==> src/rtl/pipelined_adder_nbit.sv <==
// Pipelined WIDTH-bit add/subtract with optional unsigned saturation and signed overflow.
// The carry chain is cut into STAGES segments; a valid/ready handshake stalls the whole pipe.
module pipelined_adder_nbit #(
  parameter int WIDTH  = 16,
  parameter int STAGES = 4
) (
  input  logic             i_clock,
  input  logic             i_reset,
  input  logic             i_in_valid,
  output logic             o_in_ready,
  input  logic [WIDTH-1:0] i_a,
  input  logic [WIDTH-1:0] i_b,
  input  logic             i_c_in,
  input  logic [1:0]       i_mode,
  output logic             o_out_valid,
  input  logic             i_out_ready,
  output logic [WIDTH-1:0] o_sum,
  output logic             o_c_out,
  output logic             o_overflow,
  output logic             o_saturated
);

  if (WIDTH < 2 || STAGES < 1 || (WIDTH % STAGES) != 0) begin : g_bad_cfg
    $error("pipelined_adder_nbit: WIDTH must be >= 2 and a multiple of STAGES >= 1");
  end

  localparam int SEG = WIDTH / STAGES;

  // {saturated, sum}: clamp only in the SAT modes, keyed on the raw carry/borrow.
  function automatic logic [WIDTH:0] f_saturate(input logic [1:0] mode,
                                                input logic [WIDTH-1:0] r,
                                                input logic cy);
    if (mode == 2'b10 && cy)       return {1'b1, {WIDTH{1'b1}}};
    else if (mode == 2'b11 && !cy) return {1'b1, {WIDTH{1'b0}}};
    else                           return {1'b0, r};
  endfunction

  // b is the effective (possibly inverted) operand, so one rule covers ADD and SUB.
  function automatic logic f_overflow(input logic signed [WIDTH-1:0] a,
                                      input logic signed [WIDTH-1:0] b,
                                      input logic signed [WIDTH-1:0] r);
    return (a[WIDTH-1] == b[WIDTH-1]) && (r[WIDTH-1] != a[WIDTH-1]);
  endfunction

  logic [WIDTH-1:0] r_a_p    [0:STAGES];
  logic [WIDTH-1:0] r_b_p    [0:STAGES];
  logic [WIDTH-1:0] r_r_p    [0:STAGES];
  logic             r_cy_p   [0:STAGES];
  logic [1:0]       r_mode_p [0:STAGES];
  logic             r_vld_p  [0:STAGES];

  logic             r_vld_out;
  logic [WIDTH-1:0] r_sum;
  logic             r_cout;
  logic             r_ovf;
  logic             r_sat;
  logic             w_stall;
  logic [WIDTH:0]   w_sat_sum;

  assign w_stall    = r_vld_out && !i_out_ready;
  assign o_in_ready = !w_stall;

  // Stage 0: input register
  always_ff @(posedge i_clock or posedge i_reset) begin
    if (i_reset)       r_vld_p[0] <= 1'b0;
    else if (!w_stall) r_vld_p[0] <= i_in_valid;
  end

  always_ff @(posedge i_clock) begin
    if (!w_stall && i_in_valid) begin
      r_a_p[0]    <= i_a;
      r_b_p[0]    <= i_b;
      r_cy_p[0]   <= i_c_in;
      r_mode_p[0] <= i_mode;
    end
    r_r_p[0] <= '0;
  end

  // Stages 1..STAGES: one carry-chain segment each
  for (genvar k = 1; k <= STAGES; k++) begin : g_stage
    logic [WIDTH-1:0] w_b;
    logic             w_ci;
    logic [SEG:0]     w_seg;
    logic [WIDTH-1:0] w_r;

    always_comb begin
      w_b  = r_b_p[k-1];
      w_ci = r_cy_p[k-1];
      if (k == 1 && r_mode_p[k-1][0]) begin
        w_b  = ~r_b_p[k-1];
        w_ci = ~r_cy_p[k-1];
      end
      w_seg = {1'b0, r_a_p[k-1][k*SEG-1 -: SEG]} + {1'b0, w_b[k*SEG-1 -: SEG]}
            + {{SEG{1'b0}}, w_ci};
      w_r = r_r_p[k-1];
      w_r[k*SEG-1 -: SEG] = w_seg[SEG-1:0];
    end

    always_ff @(posedge i_clock or posedge i_reset) begin
      if (i_reset)       r_vld_p[k] <= 1'b0;
      else if (!w_stall) r_vld_p[k] <= r_vld_p[k-1];
    end

    always_ff @(posedge i_clock) begin
      if (!w_stall) begin
        r_a_p[k]    <= r_a_p[k-1];
        r_b_p[k]    <= w_b;
        r_r_p[k]    <= w_r;
        r_cy_p[k]   <= w_seg[SEG];
        r_mode_p[k] <= r_mode_p[k-1];
      end
    end
  end

  assign w_sat_sum = f_saturate(r_mode_p[STAGES], r_r_p[STAGES], r_cy_p[STAGES]);

  // Output stage: saturation and flags; holds through stalls and bubbles
  always_ff @(posedge i_clock or posedge i_reset) begin
    if (i_reset) begin
      r_vld_out <= 1'b0;
      r_sum     <= '0;
      r_cout    <= 1'b0;
      r_ovf     <= 1'b0;
      r_sat     <= 1'b0;
    end else if (!w_stall) begin
      r_vld_out <= r_vld_p[STAGES];
      if (r_vld_p[STAGES]) begin
        r_sat  <= w_sat_sum[WIDTH];
        r_sum  <= w_sat_sum[WIDTH-1:0];
        r_cout <= r_cy_p[STAGES];
        r_ovf  <= f_overflow(r_a_p[STAGES], r_b_p[STAGES], r_r_p[STAGES]);
      end
    end
  end

  assign o_out_valid = r_vld_out;
  assign o_sum       = r_sum;
  assign o_c_out     = r_cout;
  assign o_overflow  = r_ovf;
  assign o_saturated = r_sat;

endmodule

==> config.mk <==
export PLATFORM = sky130hd
export DESIGN_NAME = pipelined_adder_nbit
export DESIGN_NICKNAME = d
export VERILOG_FILES = /design/src/rtl/pipelined_adder_nbit.sv
export SDC_FILE = /design/constraint.sdc
export NUM_CORES = 1
export LEC_CHECK = 0
export BUFFER_PORTS_ARGS = -buffer_cell sky130_fd_sc_hd__buf_2
export CORE_AREA = 2 2 121 123
export DETAILED_ROUTE_END_ITERATION = 6
export DIE_AREA = 0 0 123 125
export PLACE_DENSITY = 0.65
export SLEW_MARGIN = 20
export SYNTH_ARGS = -nofsm -noshare
export SYNTH_HDL_FRONTEND = slang
export SYNTH_SLANG_ARGS = --single-unit
==> constraint.sdc <==
create_clock -name i_clock -period 2.9 [get_ports i_clock]
set_clock_uncertainty 0.15 [all_clocks]
set_input_delay 0.435 -clock i_clock [delete_from_list [all_inputs] [get_ports i_clock]]
set_output_delay 0.435 -clock i_clock [all_outputs]
set_load 0.02 [all_outputs]
==> metrics <==
Max IR drop VDD 0.505 mV; WHS just over 0.04 ns; final setup fails 0; Worst setup SP type flip-flop; post-synthesis cell count between 300 and 400; Detail Placement HPWL roughly 5200 um; Avg Cell Area, Syn between 15 and 20 um^2; Die Width 123 um; outcome complete, no violations; gr usage total 0.123; post-route cell area 7310 um^2; grt total ovfl 0; hold_buf cts 0; Inserted Diodes 0; WL/cell between 10 and 15 um; library cells used by synthesis 34; placer congestion estimate approximately 0.70; Fin. Hold Viols 0; worst skew pair latency 0.42 ns; Reg clk slew, reported paths roughly 0.060 ns; initial antenna violation count 0; highest clock rate 454 MHz; post-synthesis cell area roughly 6300 um^2; Placed Area 6720 um^2; IO Pins 60; Initial Util 0.441; CTS Buf Count 17; Final ANT Viol Nets 0; RSZ-0062 raised after global routing false; core region area roughly 14000 um^2; via/cell ratio 4.75; Tmin final between 2 and 2.5 ns; crit path DAT 1.62 ns; final slew viol count 0; first-pass GRT wire length approximately 14000 um; DR iter-0 viols around 150; endpoint class of the critical path output port; Mapped Nets 386; H-tree depth 4; Rows between 40 and 50; Die H 125 um; post-CTS setup buffer count 0; Synth-to-Final Area Change 16.7%; via count approximately 2800; Fillers roughly 1200; Seq/Total Area, Yosys 0.757; Slew @ Worst Pin between 0.9 and 1 ns; post-cts gate resize count 0; Max clock buf depth 2; Seq cells post-synth around 160; Sink Count 162; largest net degree at the start of global routing 88; LEAKAGE between 2 and 3 nW; layout net count approximately 460; MaxCap Viol Count 0; TritonCTS clock tree done; drt drc 0; CP required roughly 2.3 ns; Pwr per Cell Area 1080 nW/um^2; Final TNS setup 0 ns; Rel. slew slack 0.359; Yosys warnings 0; share of layout cells above drive strength 1 0.299; vias in the first global route roughly 2900; crit path kind flip-flop to output port; crit share post-route 0.760; HP Class primary input to flip-flop; IO buf count 59; drt total wl between 8000 and 9000 um; Die ar. 15400 um^2; CTS Root Cell clkbuf_16; Critical Path Fanout Max 38; DR pass1 iterations 4
[state kept, by name, indices dropped and copies added, names as in the netlist, 5 cells and up]
register,cells
r_r_p,40
r_a_p,41
r_b_p,41
r_vld_p,5
r_cy_p,5
r_mode_p,10
o_sum,16
[cells by family after synthesis]
kind of cell,Yosys count,share of synthesized area
compound gates,62,0.0917
xor+xnor,26,0.0363
fa+ha+maj,20,0.0495
buf+inv,32,0.0314
flops,162,0.757
mux,7,0.0132
simple gates,18,0.0214
[area by class of cell]
type / instances / area (um^2) / share of cell area
Clock buffer: 18 / 429 / 0.0587
Clock inverter: 14 / 164 / 0.0224
Inverter: 20 / 75.1 / 0.0103
Multi-Input combinational cell: 133 / 1330 / 0.182
Sequential cell: 162 / 4740 / 0.648
Tap cell: 184 / 230 / 0.0315
Timing Repair Buffer: 64 / 345 / 0.0472
[cell usage after synthesis (all sizes together)]
master | instances | area [um^2]
dfrtp | 25 | 626
mux2 | 7 | 82.6
and2 | 2 | 15.0
o2bb2ai | 16 | 203
edfxtp | 137 | 4110
and4 | 1 | 10.0
o21ai | 5 | 25.0
nand2 | 3 | 18.8
buf | 11 | 108
clkbuf | 1 | 13.8
a21o | 4 | 30.0
nor2b | 4 | 25.0
o22ai | 1 | 6.26
xor2 | 19 | 166
fa | 8 | 160
nand2b | 8 | 65.1
a21oi | 4 | 20.0
ha | 12 | 150
o211ai | 16 | 170
xnor2 | 7 | 61.3
a21boi | 16 | 120
inv | 20 | 75.1
[placed cells by master, fill, tap and decap left out, types with 7 or more instances in the layout]
| cell type | Yosys | final |
|---|---|---|
| clkbuf_16 | 0 | 17 |
| xnor2_1 | 7 | 7 |
| o211ai_2 | 10 | 10 |
| buf_2 | 4 | 59 |
| a21boi_0 | 15 | 15 |
| o2bb2ai_2 | 10 | 10 |
| fa_1 | 8 | 8 |
| xor2_1 | 19 | 19 |
| edfxtp_1 | 137 | 137 |
| dfrtp_1 | 25 | 25 |
| ha_1 | 12 | 12 |
| inv_1 | 20 | 20 |
[path summary, 6_finish.rpt]
path / start / end / slack, ns / depth (start not counted)
hold reg to reg: r_b_p[1][10]$_DFFE_PN_ / r_b_p[2][10]$_DFFE_PN_ / 0.27 / 0
min in group asynchronous: i_reset / o_sum[9]$_DFFE_PP0P_ / 0.09 / 2
max in group asynchronous: i_reset / o_sum[10]$_DFFE_PP0P_ / 1.93 / 2
hold / removal: i_a[8] / r_a_p[0][8]$_DFFE_PP_ / 0.04 / 1
setup reg to reg: r_mode_p[0][0]$_DFFE_PP_ / r_r_p[0][19]$_DFFE_PN_ / 0.88 / 6
setup / recovery: o_out_valid$_DFFE_PP0N_ / o_in_ready / 0.70 / 3
[routing by layer]
metal | wire (um) | vias up | GRT usage
met5 | 0 | - | 0
met4 | 229 | 0 | 0.0695
met3 | 393 | 19 | 0.0388
met2 | 3950 | 65 | 0.180
met1 | 3820 | 1375 | 0.162
li1 | - | 1368 | -
[stage by stage]
step	std cells	setup slack [ns]	utilization	power, W
after global placement	563	0.959	0.473	0.00565
after CTS	595	0.655	0.515	0.00800
after global routing	595	0.596	0.515	0.00837
final	595	0.696	0.515	0.00789
after floorplan	327	0.0513	-	0.00530
after detailed placement	563	0.870	0.473	0.00576
[worst max-delay path, cell delays in order (launching register included)]
cell and delay (ns):
dfrtp_1 0.40, nand2b_4 0.12, buf_4 0.41, buf_2 0.25
[power breakdown]
part / leakage (nW) / internal, W / switching (W) / total (W)
Combinational: 0.892 / 0.000729 / 0.00103 / 0.00176
Sequential: 1.67 / 0.00357 / 0.000353 / 0.00393
Clock: 0.277 / 0.00135 / 0.000862 / 0.00221
Total: 2.84 / 0.00565 / 0.00224 / 0.00789
Power figures use the tool's default switching activity.
